**config.mk**
```make
export PLATFORM = sky130hd
export DESIGN_NAME = y_signature_misr
export DESIGN_NICKNAME = d
export VERILOG_FILES = /design/src/rtl/y_signature_misr_pkg.sv /design/src/rtl/y_signature_misr_y_fold_xor.sv /design/src/rtl/y_signature_misr.sv
export SDC_FILE = /design/constraint.sdc
export NUM_CORES = 1
export LEC_CHECK = 0
export ABC_AREA = 0
export CAP_MARGIN = 5
export CORE_AREA = 5 5 555 557
export CTS_BUF_LIST = sky130_fd_sc_hd__clkbuf_16
export CTS_CLUSTER_DIAMETER = 80
export DETAILED_ROUTE_END_ITERATION = 8
export DIE_AREA = 0 0 560 562
export PLACE_DENSITY_LB_ADDON = 0.15
export RECOVER_POWER = 50
export SYNTH_ARGS = -nofsm -noshare
export SYNTH_HDL_FRONTEND = slang
export SYNTH_SLANG_ARGS = --single-unit
```
**constraint.sdc**
```tcl
create_clock -name clk -period 2.7 [get_ports clk]
set_input_delay 0.27 -clock clk [delete_from_list [all_inputs] [get_ports clk]]
set_output_delay 0.27 -clock clk [all_outputs]
set_load 0.01 [all_outputs]
```
**src/rtl/y_signature_misr_pkg.sv**
```systemverilog
// Shared types and defaults for the y-bus signature MISR and its XOR fold.
package y_signature_misr_pkg;

  typedef enum logic [1:0] {
    IDLE = 2'd0,
    RUN  = 2'd1,
    DONE = 2'd2
  } state_e;

  localparam logic [31:0] MISR_POLY_DEF = 32'h04C11DB7;
  localparam logic [31:0] MISR_SEED_DEF = 32'hFFFFFFFF;

  // Number of 32-bit words needed to hold a y bus of the given width.
  function automatic int fold_words(input int y_w);
    return (y_w + 31) / 32;
  endfunction

endpackage

```
**src/rtl/y_signature_misr_y_fold_xor.sv**
```systemverilog
// Combinational fold of an arbitrary-width y bus into 32 bits by XOR of its words.
module y_fold_xor
  import y_signature_misr_pkg::*;
#(
  parameter int Y_W = 1340
) (
  input  logic [Y_W-1:0] y_i,
  output logic [31:0]    fold_o
);

  localparam int NW = fold_words(Y_W);

  logic [NW*32-1:0] padded;

  // Upper bits of the last word are zero so partial words fold cleanly.
  always_comb begin
    padded            = '0;
    padded[Y_W-1:0]   = y_i;
    fold_o            = '0;
    for (int w = 0; w < NW; w++) begin
      fold_o = fold_o ^ padded[w*32 +: 32];
    end
  end

endmodule

```
**src/rtl/y_signature_misr.sv**
```systemverilog
// Compresses a wide y result bus into a 32-bit MISR signature over a programmed sample count.
module y_signature_misr
  import y_signature_misr_pkg::*;
#(
  parameter int          Y_W   = 1340,
  parameter logic [31:0] POLY  = MISR_POLY_DEF,
  parameter logic [31:0] SEED  = MISR_SEED_DEF,
  parameter int          CNT_W = 16
) (
  input  logic             clk,
  input  logic             rst_n,
  input  logic             start,
  input  logic [CNT_W-1:0] num_samples,
  input  logic [Y_W-1:0]   y_in,
  input  logic             y_valid,
  input  logic [31:0]      expected_sig,
  output logic             busy,
  output logic             done,
  output logic [31:0]      signature,
  output logic             match,
  output logic [CNT_W-1:0] sample_cnt
);

  state_e           state_q, state_d;
  logic [31:0]      sig_q, sig_d;
  logic [CNT_W-1:0] cnt_q, cnt_d;
  logic [CNT_W-1:0] num_q, num_d;
  logic             match_q, match_d;
  logic [31:0]      fold;
  logic [31:0]      sig_step;
  logic [CNT_W-1:0] cnt_inc;

  function automatic logic [31:0] misr_step(input logic [31:0] sig, input logic [31:0] din);
    return {sig[30:0], 1'b0} ^ (sig[31] ? POLY : 32'h0) ^ din;
  endfunction

  y_fold_xor #(
    .Y_W (Y_W)
  ) u_fold (
    .y_i    (y_in),
    .fold_o (fold)
  );

  assign sig_step = misr_step(sig_q, fold);
  assign cnt_inc  = cnt_q + 1'b1;

  always_comb begin
    state_d = state_q;
    sig_d   = sig_q;
    cnt_d   = cnt_q;
    num_d   = num_q;
    match_d = match_q;

    // start wins in every state; the sample on the start edge is never absorbed.
    if (start) begin
      sig_d   = SEED;
      cnt_d   = '0;
      num_d   = num_samples;
      if (num_samples == '0) begin
        state_d = DONE;
        match_d = (SEED == expected_sig);
      end else begin
        state_d = RUN;
        match_d = 1'b0;
      end
    end else begin
      unique case (state_q)
        RUN: begin
          if (y_valid) begin
            sig_d = sig_step;
            cnt_d = cnt_inc;
            if (cnt_inc == num_q) begin
              state_d = DONE;
              match_d = (sig_step == expected_sig);
            end
          end
        end
        default: ;
      endcase
    end
  end

  always_ff @(posedge clk or negedge rst_n) begin
    if (!rst_n) begin
      state_q <= IDLE;
      sig_q   <= SEED;
      cnt_q   <= '0;
      num_q   <= '0;
      match_q <= 1'b0;
    end else begin
      state_q <= state_d;
      sig_q   <= sig_d;
      cnt_q   <= cnt_d;
      num_q   <= num_d;
      match_q <= match_d;
    end
  end

  assign busy       = (state_q == RUN);
  assign done       = (state_q == DONE);
  assign signature  = sig_q;
  assign match      = match_q;
  assign sample_cnt = cnt_q;

endmodule

```
* Word-level counts from Yosys, hierarchy flattened
Index checks and enable logic that the tools add are counted.
** Operators by class
- $add $sub $neg :: 1
- Equality and inequality tests :: 5
- Muxes and demuxes :: 17
- Bitwise operators :: 43
- Reduce and logical (&&, ||, !) cells :: 6
** Operators by type and width (number)
- 32-bit XOR :: 41
- 32-bit 2-to-1 mux :: 3
- 16-bit 2-to-1 mux :: 3
- 32-bit equality test :: 1
- 32-bit equality test (first input constant) :: 1
- 32-bit by 27-bit XOR with 32-bit output :: 1
- 32-bit by 28-bit XOR with 32-bit output :: 1
- 27-bit 2-to-1 mux :: 1
- 16-bit by 1-bit adder with 16-bit output (second input constant) :: 1
- 16-bit equality test :: 1
- 16-bit zero test :: 1
- 2-bit 2-to-1 mux :: 5
- 2-bit nonzero test :: 3
- 1-bit 2-to-1 mux :: 5
- 3-bit AND reduction :: 1
- 2-bit by 1-bit equality test with 1-bit output (second input constant) :: 1
- 2-bit equality test (second input constant) :: 1
- 2-bit AND reduction :: 1
** Storage, ports and cells
- Bits in registers :: 67
- Input bits :: 1392
- Output and inout port bits :: 51
- Word-level logic and storage cells :: 77

* Depth between registers and ports, before layout
Gate-level depths: netlist (run 1).
- Depth after elaboration :: 47
- Mapped depth :: 12
- Mapped depth without buffers :: 11

* Cells and area by module
Synthesis (run 1) repeated with hierarchy kept, for this count alone.
** Unflattened totals
- Cells, all modules :: 1696
- Area total of the unflattened synthesis :: 15767.6 um^2
** By module, submodules not included
- y_fold_xor :: instances 1, cells an instance 1276, area each 11616.1 um^2, sequential area each 0.0 um^2
- y_signature_misr :: instances 1, cells an instance 420, area each 4151.5 um^2, sequential area each 1716.6 um^2

* Least setup slack after synthesis (run 1)
Ideal clock, no wire load.
- Kind :: reg-to-reg
- Start point :: register sig_q[27], in the netlist signature[27]
- End point :: register match_q, in the netlist match
- Setup time :: 0.092 ns
- Data arrival time :: 2.424 ns
- Required time :: 2.608 ns
- Path slack :: 0.184 ns
- Cell stages (with the launch flop) :: 11
- Buffers on the path :: 0
- Clock period less this slack :: 2.516 ns
- Path through :: dfstp_2 -> xor2_1 -> xnor2_1 -> xnor2_1 -> xnor2_1 -> xnor3_1 -> xnor2_1 -> nand4_1 -> nor4_1 -> nand4_1 -> o31ai_2
** On the way
- Longest elaborated chain between the ends :: 7
** Ends and longest elaborated chain
- start: declaration :: RTL line y_signature_misr.sv:25 : logic [31:0] sig_q, sig_d;
- start signal: assignment :: RTL line y_signature_misr.sv:92 : sig_q <= sig_d;
- 32-bit by 27-bit XOR with 32-bit output :: RTL line y_signature_misr.sv:34 : return {sig[30:0], 1'b0} ^ (sig[31] ? POLY : 32'h0) ^ din;
- 32-bit XOR :: RTL line y_signature_misr.sv:34
- 32-bit equality test :: RTL line y_signature_misr.sv:74 : match_d = (sig_step == expected_sig);
- 1-bit 2-to-1 mux :: RTL line y_signature_misr.sv:72 : if (cnt_inc == num_q) begin
- 1-bit 2-to-1 mux :: RTL line y_signature_misr.sv:69 : if (y_valid) begin
- 1-bit 2-to-1 mux :: RTL line y_signature_misr.sv:67 : unique case (state_q)
- 1-bit 2-to-1 mux :: RTL line y_signature_misr.sv:55 : if (start) begin
- end signal: assignment :: RTL line y_signature_misr.sv:95 : match_q <= match_d;
- end: declaration :: RTL line y_signature_misr.sv:28 : logic match_q, match_d;
Every way passes these cells. The select of a mux whose other input is x is not followed.
A chain may end at the register's enable or synchronous reset.

* Final worst setup path (run 1)
- Start point :: register sig_q[31], in the netlist signature[31]
- End point :: register match_q, in the netlist match
** On the way
- Longest elaborated chain between the ends :: 8
** Ends and longest elaborated chain (RTL line)
- 27-bit 2-to-1 mux :: y_signature_misr.sv:34
- 32-bit by 27-bit XOR with 32-bit output :: y_signature_misr.sv:34
- 32-bit XOR :: y_signature_misr.sv:34
- 32-bit equality test :: y_signature_misr.sv:74
- 1-bit 2-to-1 mux :: y_signature_misr.sv:72
- 1-bit 2-to-1 mux :: y_signature_misr.sv:69
- 1-bit 2-to-1 mux :: y_signature_misr.sv:67
- 1-bit 2-to-1 mux :: y_signature_misr.sv:55
Every way passes these cells. The select of a mux whose other input is x is not followed.

==> flow_metrics.py, run 1 <==
metrics = {
    "outcome": {
        "status": "finished, violations left",
        "violations": "setup timing",
    },
    "power_and_ir_drop": {
        "ir_worst_vdd_uv": 543,
        "p_leak_nw": 12.3,
        "cellPowerDensity_nw_per_um2": 698,
    },
    "sta": {
        "worst_pin_slew_ns": 1.45,
        "clock_skew_ns": 0.0287,
        "layout_setup_ws_ns": -0.471,
        "rsz0062_at_grt": "true",
        "max_freq_mhz": 315,
        "finalMaxSlewViolations": 0,
        "hold_viol_final": 0,
        "min_period_ns": 3.17,
        "fin_crit_sh": 1.17,
        "setup_violations": 1,
        "setup-tns-final_ns": -0.471,
        "slew_headroom": 0.0306,
    },
    "synth": {
        "syn_area_sq_um": 15700,
        "synth_top_flop_cell": "dfrtp_1",
        "syn_inst": 1733,
        "synth_area_leader_cell": "xnor2_1",
        "synth_area_leaders": "xnor2_1, xor2_1, dfrtp_1, dfstp_2, nor2_1",
        "synth_nets": 3126,
        "yosys.area.top_type_share": 0.681,
        "synth-seq-cells": 67,
        "synth-edff-count": 0,
        "seq_area_frac_synth": 0.109,
        "synthArstFlopShare": 1.00,
        "post_synth_num_cell_types": 48,
        "yosys_warnings": 0,
        "avgSynthCellArea_sq_um": 9.05,
    },
    "global_route": {
        "grt_pass1_vias": 19900,
        "antenna_found_initial": 125,
        "overflow": 0,
        "grt_util_all_layers": 0.108,
        "grt_pass1_wl_microns": 219000,
        "grt_max_degree": 54,
    },
    "worst_hold_path": {
        "hold_start": "start",
        "hold_class": "in -> reg",
    },
    "worst_setup_path": {
        "crit_chain": "buf_12 -> buf_12 -> xnor2_1 -> xnor2_1 -> xnor2_1 -> buf_4 -> xnor2_2 -> xnor2_2 -> xnor2_1 -> buf_4 -> xnor2_1 -> nor4_2 -> buf_4 -> nand4_1 -> o31ai_2",
        "end_kind": "flop",
        "reg2reg_from": "signature[31]$_DFFE_PN1P_",
        "cp_top_family": "XOR/XNOR gates",
        "crit_arrival_ns": 3.50,
        "path_class": "reg -> reg",
        "worst_path_most_repeated_cell": "xnor2_1",
        "cp-start-kind": "flop",
        "worstPathRequired_ns": 3.03,
        "critPathMaxFanout": 6,
        "cp_slowest_cell": "dfstp_2",
        "cp-startpoint": "signature[31]$_DFFE_PN1P_",
        "cp_slowest_stage_delay_ns": 0.59,
        "worst-path-buf-inv": 5,
    },
    "clock_network": {
        "cts-buffers-inserted": 9,
        "clk_latency_ns": 0.42,
        "cts_tree": "done",
        "h-tree-depth": 3,
        "clockBufferDepth": 2,
        "clk_pin_slew_worst_paths_ns": 0.09,
        "cts.sinks": 67,
        "root_buffer": "clkbuf_16",
    },
    "layout": {
        "area_delta_synth_final_pct": 145,
        "final_cells": 7458,
        "nets": 4846,
        "drive_gt1_frac": 0.125,
        "fill_cells": 34500,
    },
    "die": {
        "start_util": 0.0519,
        "fp.coreArea_sq_um": 302000,
        "die_h_microns": 562,
        "num_rows": 202,
        "die_x_microns": 560,
        "dieArea_sq_um": 315000,
        "io_pins": 1443,
    },
    "place": {
        "routabilityCongestion": 0.886,
        "place_ws_ns": -1.97,
        "dp_hpwl_microns": 168000,
        "placedCellCount": 7416,
        "port_buffers": 1442,
    },
    "detailed_routing": {
        "drtAntennaViolNets": 0,
        "drc_errors": 0,
        "wl_per_cell_microns": 23.7,
        "dr.pass1.iters": 4,
        "drt_wl_total_microns": 177000,
        "vias": 18100,
        "vias_per_cell": 2.42,
        "drt_iter0_drc": 517,
    },
    "run": {
        "maxCapViolations": 0,
    },
}
## final cells by class
| class | instances | area (sq um) | share of cell area |
|---|---|---|---|
| Tap cell | 3978 | 4980 | 0.129 |
| Sequential cell | 67 | 1720 | 0.0446 |
| Inverter | 3 | 11.3 | 0.000293 |
| Clock buffer | 9 | 225 | 0.00585 |
| Timing Repair Buffer | 1730 | 16900 | 0.439 |
| Clock inverter | 7 | 45.0 | 0.00117 |
| Antenna cell | 22 | 55.1 | 0.00143 |
| Multi-Input combinational cell | 1642 | 14600 | 0.378 |
## layer usage
metal,track usage,up-vias,share of wire
li1,-,8895,-
met3,0.0383,160,0.090
met5,0,-,0.0021
met4,0.00974,56,0.0076
met1,0.122,7941,0.39
met2,0.200,1014,0.51
## registers in the layout (all words and copies together) (netlist names)
register / cells
sample_cnt: 16
state_q: 2
signature: 32
match: 1
num_q: 16
## cell families (layout without fill, tap and decap cells)
| family | Yosys count | after routing | synth area share |
|---|---|---|---|
| DFF | 67 | 67 | 0.109 |
| AOI/OAI and AO/OA | 70 | 70 | 0.0320 |
| adders and majority gates | 1 | 1 | 0.000798 |
| other | 0 | 22 | 0 |
| xor gates and xnor gates | 1405 | 1405 | 0.793 |
| muxes | 17 | 17 | 0.0121 |
| and+or+nand+nor | 149 | 149 | 0.0456 |
| buffers and inverters | 24 | 1749 | 0.00726 |
## through the flow
stage | utilization | instance area (sq um) | power, W | hold WS, ns
after floorplan | - | 15700 | 0.0105 | -0.0256
after global placement | 0.124 | 37400 | 0.0253 | 0.209
after detailed placement | 0.124 | 37400 | 0.0251 | 0.210
after CTS | 0.126 | 38200 | 0.0285 | 0.285
after global routing | 0.127 | 38400 | 0.0294 | 0.442
final | 0.127 | 38500 | 0.0269 | 0.431
## cells in the final DEF, fill, tap and decap left out, types with 5 or more instances in the layout
cell type        count
nor4_1               9
buf_12              21
o21bai_1            11
o21ai_1              5
clkdlybuf4s50_1   1436
nand3_1              8
dfrtp_1             35
xnor2_1           1162
a21oi_1             13
buf_6                7
mux2_2              16
nand4_1             14
a211o_1             16
nand2_1             18
o21ai_0              6
xnor2_2             52
nor2_1              62
nor3_1               6
xnor2_4             12
diode_2             22
clkbuf_16           10
xor2_1             170
buf_4              256
dfstp_2             32
## synthesized netlist by cell type (all sizes together) (3+ instances only)
library cell  number
dfstp             32
nor4              13
or2                4
nand3              9
nand4             14
dfrtp             35
nand2             20
xor2             173
inv                3
xnor3              6
nor2              65
a211o             16
a211oi             3
or3                4
a21oi             13
o32ai              3
mux2              16
nor3               6
o21ai             11
clkbuf            17
buf                4
xnor2           1226
o21bai            11
and3               4
## worst paths after layout
check	endpoint	slack, ns	cells past startpoint
max	match$_DFFE_PN0P_	-0.47	15
min	signature[20]$_DFFE_PN1P_	0.43	2
max reg2reg	match$_DFFE_PN0P_	-0.47	15
min reg2reg	state_q[0]$_DFFE_PN0P_	0.52	1
max in group asynchronous	match$_DFFE_PN0P_	0.19	3
min in group asynchronous	sample_cnt[2]$_DFFE_PN0P_	0.77	2
## where the power goes
group	total, W	switching (W)	leakage, nW	internal, W
logic	0.0240	0.0114	11.4	0.0126
clock network	0.00133	0.000710	0.132	0.000622
registers	0.00155	0.000241	0.784	0.00131
total	0.0269	0.0123	12.3	0.0146
## repair_timing
item / CTS / global route
hold buffers: 1 / 0
setup buffers: 5 / 1
cloned: 0 / 0
endpoints found under the setup margin: 13 / 15
pin swaps: 38 / 34
resized for setup: 60 / 48
endpoints found under the hold margin: 14 / 0
Note: power is estimated with default switching activity, not from simulation.
==> inputs of run 2 (changes only) <==
--- a/config.mk
+++ b/config.mk
@@ -7,11 +7,14 @@
 export LEC_CHECK = 0
 export ABC_AREA = 0
 export CAP_MARGIN = 5
-export CORE_AREA = 5 5 555 557
+export CELL_PAD_IN_SITES_DETAIL_PLACEMENT = 0
+export CELL_PAD_IN_SITES_GLOBAL_PLACEMENT = 1
+export CORE_AREA = 5 5 557 559
 export CTS_BUF_LIST = sky130_fd_sc_hd__clkbuf_16
 export CTS_CLUSTER_DIAMETER = 80
 export DETAILED_ROUTE_END_ITERATION = 8
-export DIE_AREA = 0 0 560 562
+export DIE_AREA = 0 0 562 564
+export MAX_ROUTING_LAYER = met4
 export PLACE_DENSITY_LB_ADDON = 0.15
 export RECOVER_POWER = 50
 export SYNTH_ARGS = -nofsm -noshare
==> run 2 against run 1 <==
  * The run still ends with setup timing left
  * Largest power group unchanged
  * Routed wire length is 2.5% lower
  * Fmax is 0.80% higher
  * Cell count is 1.2% higher
  * Clock skew is 0.0068 ns lower
  * Critical endpoint unchanged
==> flow_metrics.py, run 2 (same netlist as run 1, synthesis figures left out) <==
metrics = {
    "worst_setup_path": {
        "crit_arrival_ns": 3.48,
        "cp_slowest_cell": "dfstp_2",
        "path_class": "reg -> reg",
        "r2r-end": "match$_DFFE_PN0P_",
        "worst_path_most_repeated_cell": "xnor2_2",
        "cp_top_family": "XOR/XNOR gates",
        "crit_cells": 12,
        "worstPathRequired_ns": 3.04,
        "crit_chain": "xor2_4 -> xnor2_2 -> xnor2_2 -> xnor2_1 -> xnor3_2 -> xnor2_2 -> nand4_1 -> buf_4 -> nor4_4 -> buf_4 -> nand4_1 -> o31ai_2",
        "end_kind": "flop",
        "r2r_slack_ns": -0.45,
        "cp-start-kind": "flop",
        "critPathMaxFanout": 2,
        "cp_slowest_stage_delay_ns": 0.59,
        "ff2ff_path_depth": 12,
        "reg2reg_from": "signature[27]$_DFFE_PN1P_",
        "worst-path-buf-inv": 2,
    },
    "die": {
        "dieArea_sq_um": 317000,
        "num_rows": 203,
        "die_h_microns": 564,
        "die_x_microns": 562,
        "start_util": 0.0515,
        "fp.coreArea_sq_um": 305000,
        "io_pins": 1443,
    },
    "clock_network": {
        "clk_latency_ns": 0.42,
        "cts-buffers-inserted": 9,
        "clk_pin_slew_worst_paths_ns": 0.09,
        "h-tree-depth": 3,
        "cts_tree": "done",
        "clockBufferDepth": 2,
        "root_buffer": "clkbuf_16",
        "cts.sinks": 67,
    },
    "detailed_routing": {
        "drc_errors": 0,
        "dr.pass1.iters": 4,
        "vias": 17900,
        "drt_iter0_drc": 423,
        "wl_per_cell_microns": 22.9,
        "drt_wl_total_microns": 173000,
        "vias_per_cell": 2.37,
        "drtAntennaViolNets": 0,
    },
    "power_and_ir_drop": {
        "pwr-share-comb": 0.887,
        "p_sw_frac": 0.446,
        "cellPowerDensity_nw_per_um2": 716,
        "p_switching_w": 0.0124,
        "pwr-share-seq": 0.056,
        "p_leak_nw": 12.4,
        "p_clk_frac": 0.057,
        "power_w": 0.0278,
        "p_int_w": 0.0154,
        "ir_worst_vdd_uv": 470,
    },
    "global_route": {
        "antenna_found_initial": 119,
        "grt_max_degree": 68,
        "grt_pass1_vias": 20300,
        "grt_util_all_layers": 0.107,
        "grt_pass1_wl_microns": 213000,
        "overflow": 0,
    },
    "sta": {
        "hold_viol_final": 0,
        "finalMaxSlewViolations": 0,
        "worst_pin_slew_ns": 1.48,
        "setup-tns-final_ns": -0.446,
        "clock_skew_ns": 0.0219,
        "slew_headroom": 0.0119,
        "rsz0062_at_grt": "true",
        "layout_setup_ws_ns": -0.446,
        "min_period_ns": 3.15,
        "max_freq_mhz": 318,
        "setup_violations": 1,
        "fin_crit_sh": 1.17,
    },
    "layout": {
        "area_delta_synth_final_pct": 148,
        "layout.cells.most_common": "clkdlybuf4s50_1",
        "drive_gt1_frac": 0.128,
        "nets": 4855,
        "final_cells": 7545,
        "largest_register_ffs": 32,
        "final_area_sq_um": 38800,
        "most-common-layout-cells": "clkdlybuf4s50_1, xnor2_1, buf_4",
    },
    "outcome": {
        "violations": "setup timing",
        "status": "finished, violations left",
    },
    "run": {
        "maxCapViolations": 0,
    },
    "place": {
        "placedCellCount": 7440,
        "dp_hpwl_microns": 163000,
        "place_area_sq_um": 37600,
        "port_buffers": 1442,
        "routabilityCongestion": 0.886,
    },
    "worst_hold_path": {
        "hold_start": "num_samples[6]",
        "holdPathEnd": "num_q[6]$_DFFE_PN0P_",
        "hold_depth": 2,
        "hold_class": "in -> reg",
    },
}
## run 2: changes by cell type in the layout (fill, tap and decap cells not counted), sizes merged, moves of 2 or more
cell and change:
dlygate4sd3 -3, buf +8, bufinv +2, diode +59, clkdlybuf4s50 +4
## run 2: stage by stage
step | setup WS [ns] | util | hold slack, ns
3_3_place_gp | -1.70 | 0.123 | 0.393
4_1_cts | -0.651 | 0.126 | 0.357
5_1_grt | -0.663 | 0.127 | 0.496
2_1_floorplan | 0.184 | - | -0.0256
3_5_place_dp | -1.62 | 0.123 | 0.393
6_report | -0.446 | 0.128 | 0.529
## run 2: timing repair
| item | 4_1_cts | 5_1_grt |
|---|---|---|
| endpoints found under the setup margin | 11 | 13 |
| pin swaps | 29 | 46 |
| gates cloned | 0 | 0 |
| hold buffers | 1 | 0 |
| hold endpoints to repair | 35 | 0 |
| resized for setup | 53 | 54 |
| buffers inserted | 4 | 7 |
## run 2: power groups by stage
stage                     sequential [W]  clock, W  combinational, W
final                            0.00157   0.00158            0.0247
after global routing             0.00161   0.00174            0.0271
after CTS                        0.00156   0.00176            0.0257
after detailed placement         0.00157         0            0.0244
after global placement           0.00157         0            0.0245
after floorplan                  0.00157         0           0.00891
## run 2: layout make-up
type | count | area [sq um]
well taps | 3997 | 5000
diodes | 81 | 203
fillers | 34700 | 266000
clock buffers | 9 | 225
clock inverters | 7 | 98.8
flip-flops and latches | 67 | 1720
inverters | 3 | 11.3
repair buffers | 1739 | 17000
multi-input cells | 1642 | 14500
## run 2: worst max-delay path by stage
stage                     slack (ns)           endpoint                 startpoint
after global routing           -0.66  match$_DFFE_PN0P_  signature[27]$_DFFE_PN1P_
final                          -0.45  match$_DFFE_PN0P_  signature[27]$_DFFE_PN1P_
after detailed placement       -1.62  match$_DFFE_PN0P_                  y_in[232]
after CTS                      -0.65  match$_DFFE_PN0P_  signature[31]$_DFFE_PN1P_
after floorplan                 0.18  match$_DFFE_PN0P_  signature[27]$_DFFE_PN1P_
after global placement         -1.70  match$_DFFE_PN0P_                 y_in[1308]
## run 2: per-layer routing
layer | vias up | GRT usage | part of all wire
li1 | 9000 | - | -
met1 | 7851 | 0.113 | 0.38
met2 | 960 | 0.196 | 0.52
met3 | 103 | 0.0373 | 0.084
met4 | 0 | 0.0178 | 0.013
met5 | - | - | 0
==> inputs of run 3 (changes only) <==
--- a/config.mk
+++ b/config.mk
@@ -14,6 +14,7 @@
 export CTS_CLUSTER_DIAMETER = 80
 export DETAILED_ROUTE_END_ITERATION = 8
 export DIE_AREA = 0 0 562 564
+export GPL_ROUTABILITY_DRIVEN = 0
 export MAX_ROUTING_LAYER = met4
 export PLACE_DENSITY_LB_ADDON = 0.15
 export RECOVER_POWER = 50
==> run 3 against run 2 <==
  * The run ends with capacitance limit, slew limit, setup timing left
  * Combinational power about the same
  * Via count decreased by 0.19%
  * Total power down 1.2%
  * Non-clock buffer count grew 5
  * Critical path type is now in -> reg
==> flow_metrics.py, run 3 (same netlist as run 1, synthesis figures left out) <==
metrics = {
    "worst_setup_path": {
        "r2r-end": "match$_DFFE_PN0P_",
        "cp_top_family": "XOR/XNOR gates",
        "reg2reg_from": "signature[31]$_DFFE_PN1P_",
        "cp-start-kind": "input pin",
        "crit_arrival_ns": 3.65,
        "end_kind": "flop",
        "worst-path-buf-inv": 5,
        "path_class": "in -> reg",
        "r2r_slack_ns": -0.52,
        "worstPathRequired_ns": 3.03,
        "critPathMaxFanout": 2,
        "crit_chain": "clkdlybuf4s50_1 -> xor2_1 -> xnor2_1 -> xnor2_1 -> buf_4 -> xnor2_1 -> xnor3_2 -> buf_4 -> xnor2_1 -> nand4_1 -> buf_4 -> nor4_4 -> buf_4 -> nand4_1 -> o31ai_2",
        "cp-startpoint": "y_in[444]",
        "cp_slowest_stage_delay_ns": 0.53,
        "ff2ff_path_depth": 14,
        "cp_slowest_cell": "clkdlybuf4s50_1",
    },
    "detailed_routing": {
        "drt_wl_total_microns": 171000,
        "vias": 17900,
        "dr.pass1.iters": 4,
        "vias_per_cell": 2.37,
        "drtAntennaViolNets": 0,
        "wl_per_cell_microns": 22.7,
        "drc_errors": 0,
        "drt_iter0_drc": 412,
    },
    "place": {
        "dp_hpwl_microns": 162000,
        "place_area_sq_um": 37600,
        "port_buffers": 1442,
        "place_ws_ns": -1.75,
        "placedCellCount": 7444,
    },
    "layout": {
        "layout.cells.most_common": "clkdlybuf4s50_1",
        "final_cells": 7538,
        "nets": 4860,
        "drive_gt1_frac": 0.125,
        "most-common-layout-cells": "clkdlybuf4s50_1, xnor2_1, buf_4",
        "largest_register_ffs": 32,
        "fill_cells": 34800,
        "area_delta_synth_final_pct": 147,
        "final_area_sq_um": 38700,
    },
    "worst_hold_path": {
        "hold_start": "match$_DFFE_PN0P_",
        "hold_class": "reg -> reg",
        "hold_depth": 2,
        "holdPathEnd": "match$_DFFE_PN0P_",
    },
    "die": {
        "die_h_microns": 564,
        "num_rows": 203,
        "die_x_microns": 562,
        "dieArea_sq_um": 317000,
        "fp.coreArea_sq_um": 305000,
        "io_pins": 1443,
        "start_util": 0.0515,
    },
    "power_and_ir_drop": {
        "ir_worst_vdd_uv": 535,
        "power_w": 0.0275,
        "cellPowerDensity_nw_per_um2": 710,
        "p_leak_nw": 12.4,
    },
    "sta": {
        "layout_setup_ws_ns": -0.622,
        "setup_violations": 1,
        "fin_crit_sh": 1.23,
        "finalMaxSlewViolations": 19,
        "slew_headroom": -0.269,
        "worst_pin_slew_ns": 1.90,
        "clock_skew_ns": 0.0198,
        "max_freq_mhz": 301,
        "rsz0062_at_grt": "true",
        "hold_viol_final": 0,
        "min_period_ns": 3.32,
    },
    "clock_network": {
        "cts-buffers-inserted": 9,
        "clk_pin_slew_worst_paths_ns": 0.09,
        "cts.sinks": 67,
        "clockBufferDepth": 2,
        "clk_latency_ns": 0.42,
        "cts_tree": "done",
        "h-tree-depth": 3,
        "root_buffer": "clkbuf_16",
    },
    "global_route": {
        "grt_util_all_layers": 0.106,
        "use_met1": 0.109,
        "grt.busiest_layer": "met2",
        "grt_pass1_wl_microns": 211000,
        "grt_max_degree": 54,
        "grtUsageMet2": 0.195,
        "overflow": 0,
        "grt_pass1_vias": 20300,
        "antenna_found_initial": 119,
        "gr-usage-met3": 0.0388,
    },
    "outcome": {
        "status": "finished, violations left",
        "violations": "capacitance limit, slew limit, setup timing",
    },
    "run": {
        "maxCapViolations": 1,
    },
}
run 3: cell types whose count changed in the layout (fill, tap and decap cells not counted), moves of 3 or more:
cell / delta
diode_2: -12
xnor2_1: +3
xnor2_4: -4
nor4_1: +3
clkbuf_1: +4
nor4_2: -3
buf_12: +6
run 3: area by class of cell:
type / instances / area (sq um) / share of cell area
repair buffers: 1744 / 17100 / 0.442
multi-input cells: 1642 / 14400 / 0.372
well taps: 3997 / 5000 / 0.129
flip-flops and latches: 67 / 1720 / 0.0443
clock buffers: 9 / 225 / 0.00581
diodes: 69 / 173 / 0.00446
clock inverters: 7 / 80.1 / 0.00207
inverters: 3 / 11.3 / 0.000291
run 3: metal layers:
metal	up-vias	routed length (microns)
li1	9002	-
met1	7806	64100
met2	969	89900
met3	103	15000
met4	0	2130
met5	-	0
run 3: worst max-delay path by stage:
| stage | slack (ns) | cells past startpoint | endpoint |
|---|---|---|---|
| floorplan | 0.18 | 10 | match$_DFFE_PN0P_ |
| global placement | -1.96 | 14 | match$_DFFE_PN0P_ |
| detailed placement | -1.75 | 14 | match$_DFFE_PN0P_ |
| CTS | -0.72 | 14 | match$_DFFE_PN0P_ |
| global route | -0.78 | 13 | match$_DFFE_PN0P_ |
| finish | -0.62 | 15 | match$_DFFE_PN0P_ |
run 3: metrics by stage:
step	setup TNS (ns)	hold WS, ns	utilization
2_1_floorplan	0	-0.0256	-
3_3_place_gp	-9.18	0.282	0.123
3_5_place_dp	-8.86	0.256	0.123
4_1_cts	-0.774	0.325	0.126
5_1_grt	-6.24	0.502	0.127
6_report	-0.622	0.518	0.127
run 3: power breakdown:
part	internal (W)	total [W]	switching (W)
logic	0.0132	0.0244	0.0113
registers	0.00131	0.00156	0.000252
clock network	0.000735	0.00149	0.000760
total	0.0152	0.0275	0.0123
run 3: what timing repair did:
action,CTS,global route
hold endpoints to repair,8,0
hold buffers,1,0
gates resized for setup,63,29
endpoints found under the setup margin,14,16
buffers inserted,6,7
pin swaps,36,30
run 3: worst reg2reg max path, cell delays in order, from the launching register on:
cell and delay (ns):
dfstp_2 0.60, buf_12 0.15, buf_6 0.11, xnor2_2 0.12, xnor2_1 0.16, xnor2_1 0.11, xnor2_1 0.24, xnor2_2 0.19
xnor2_1 0.17, buf_4 0.18, xnor2_2 0.09, nor4_4 0.49, buf_4 0.19, nand4_1 0.14, o31ai_2 0.20
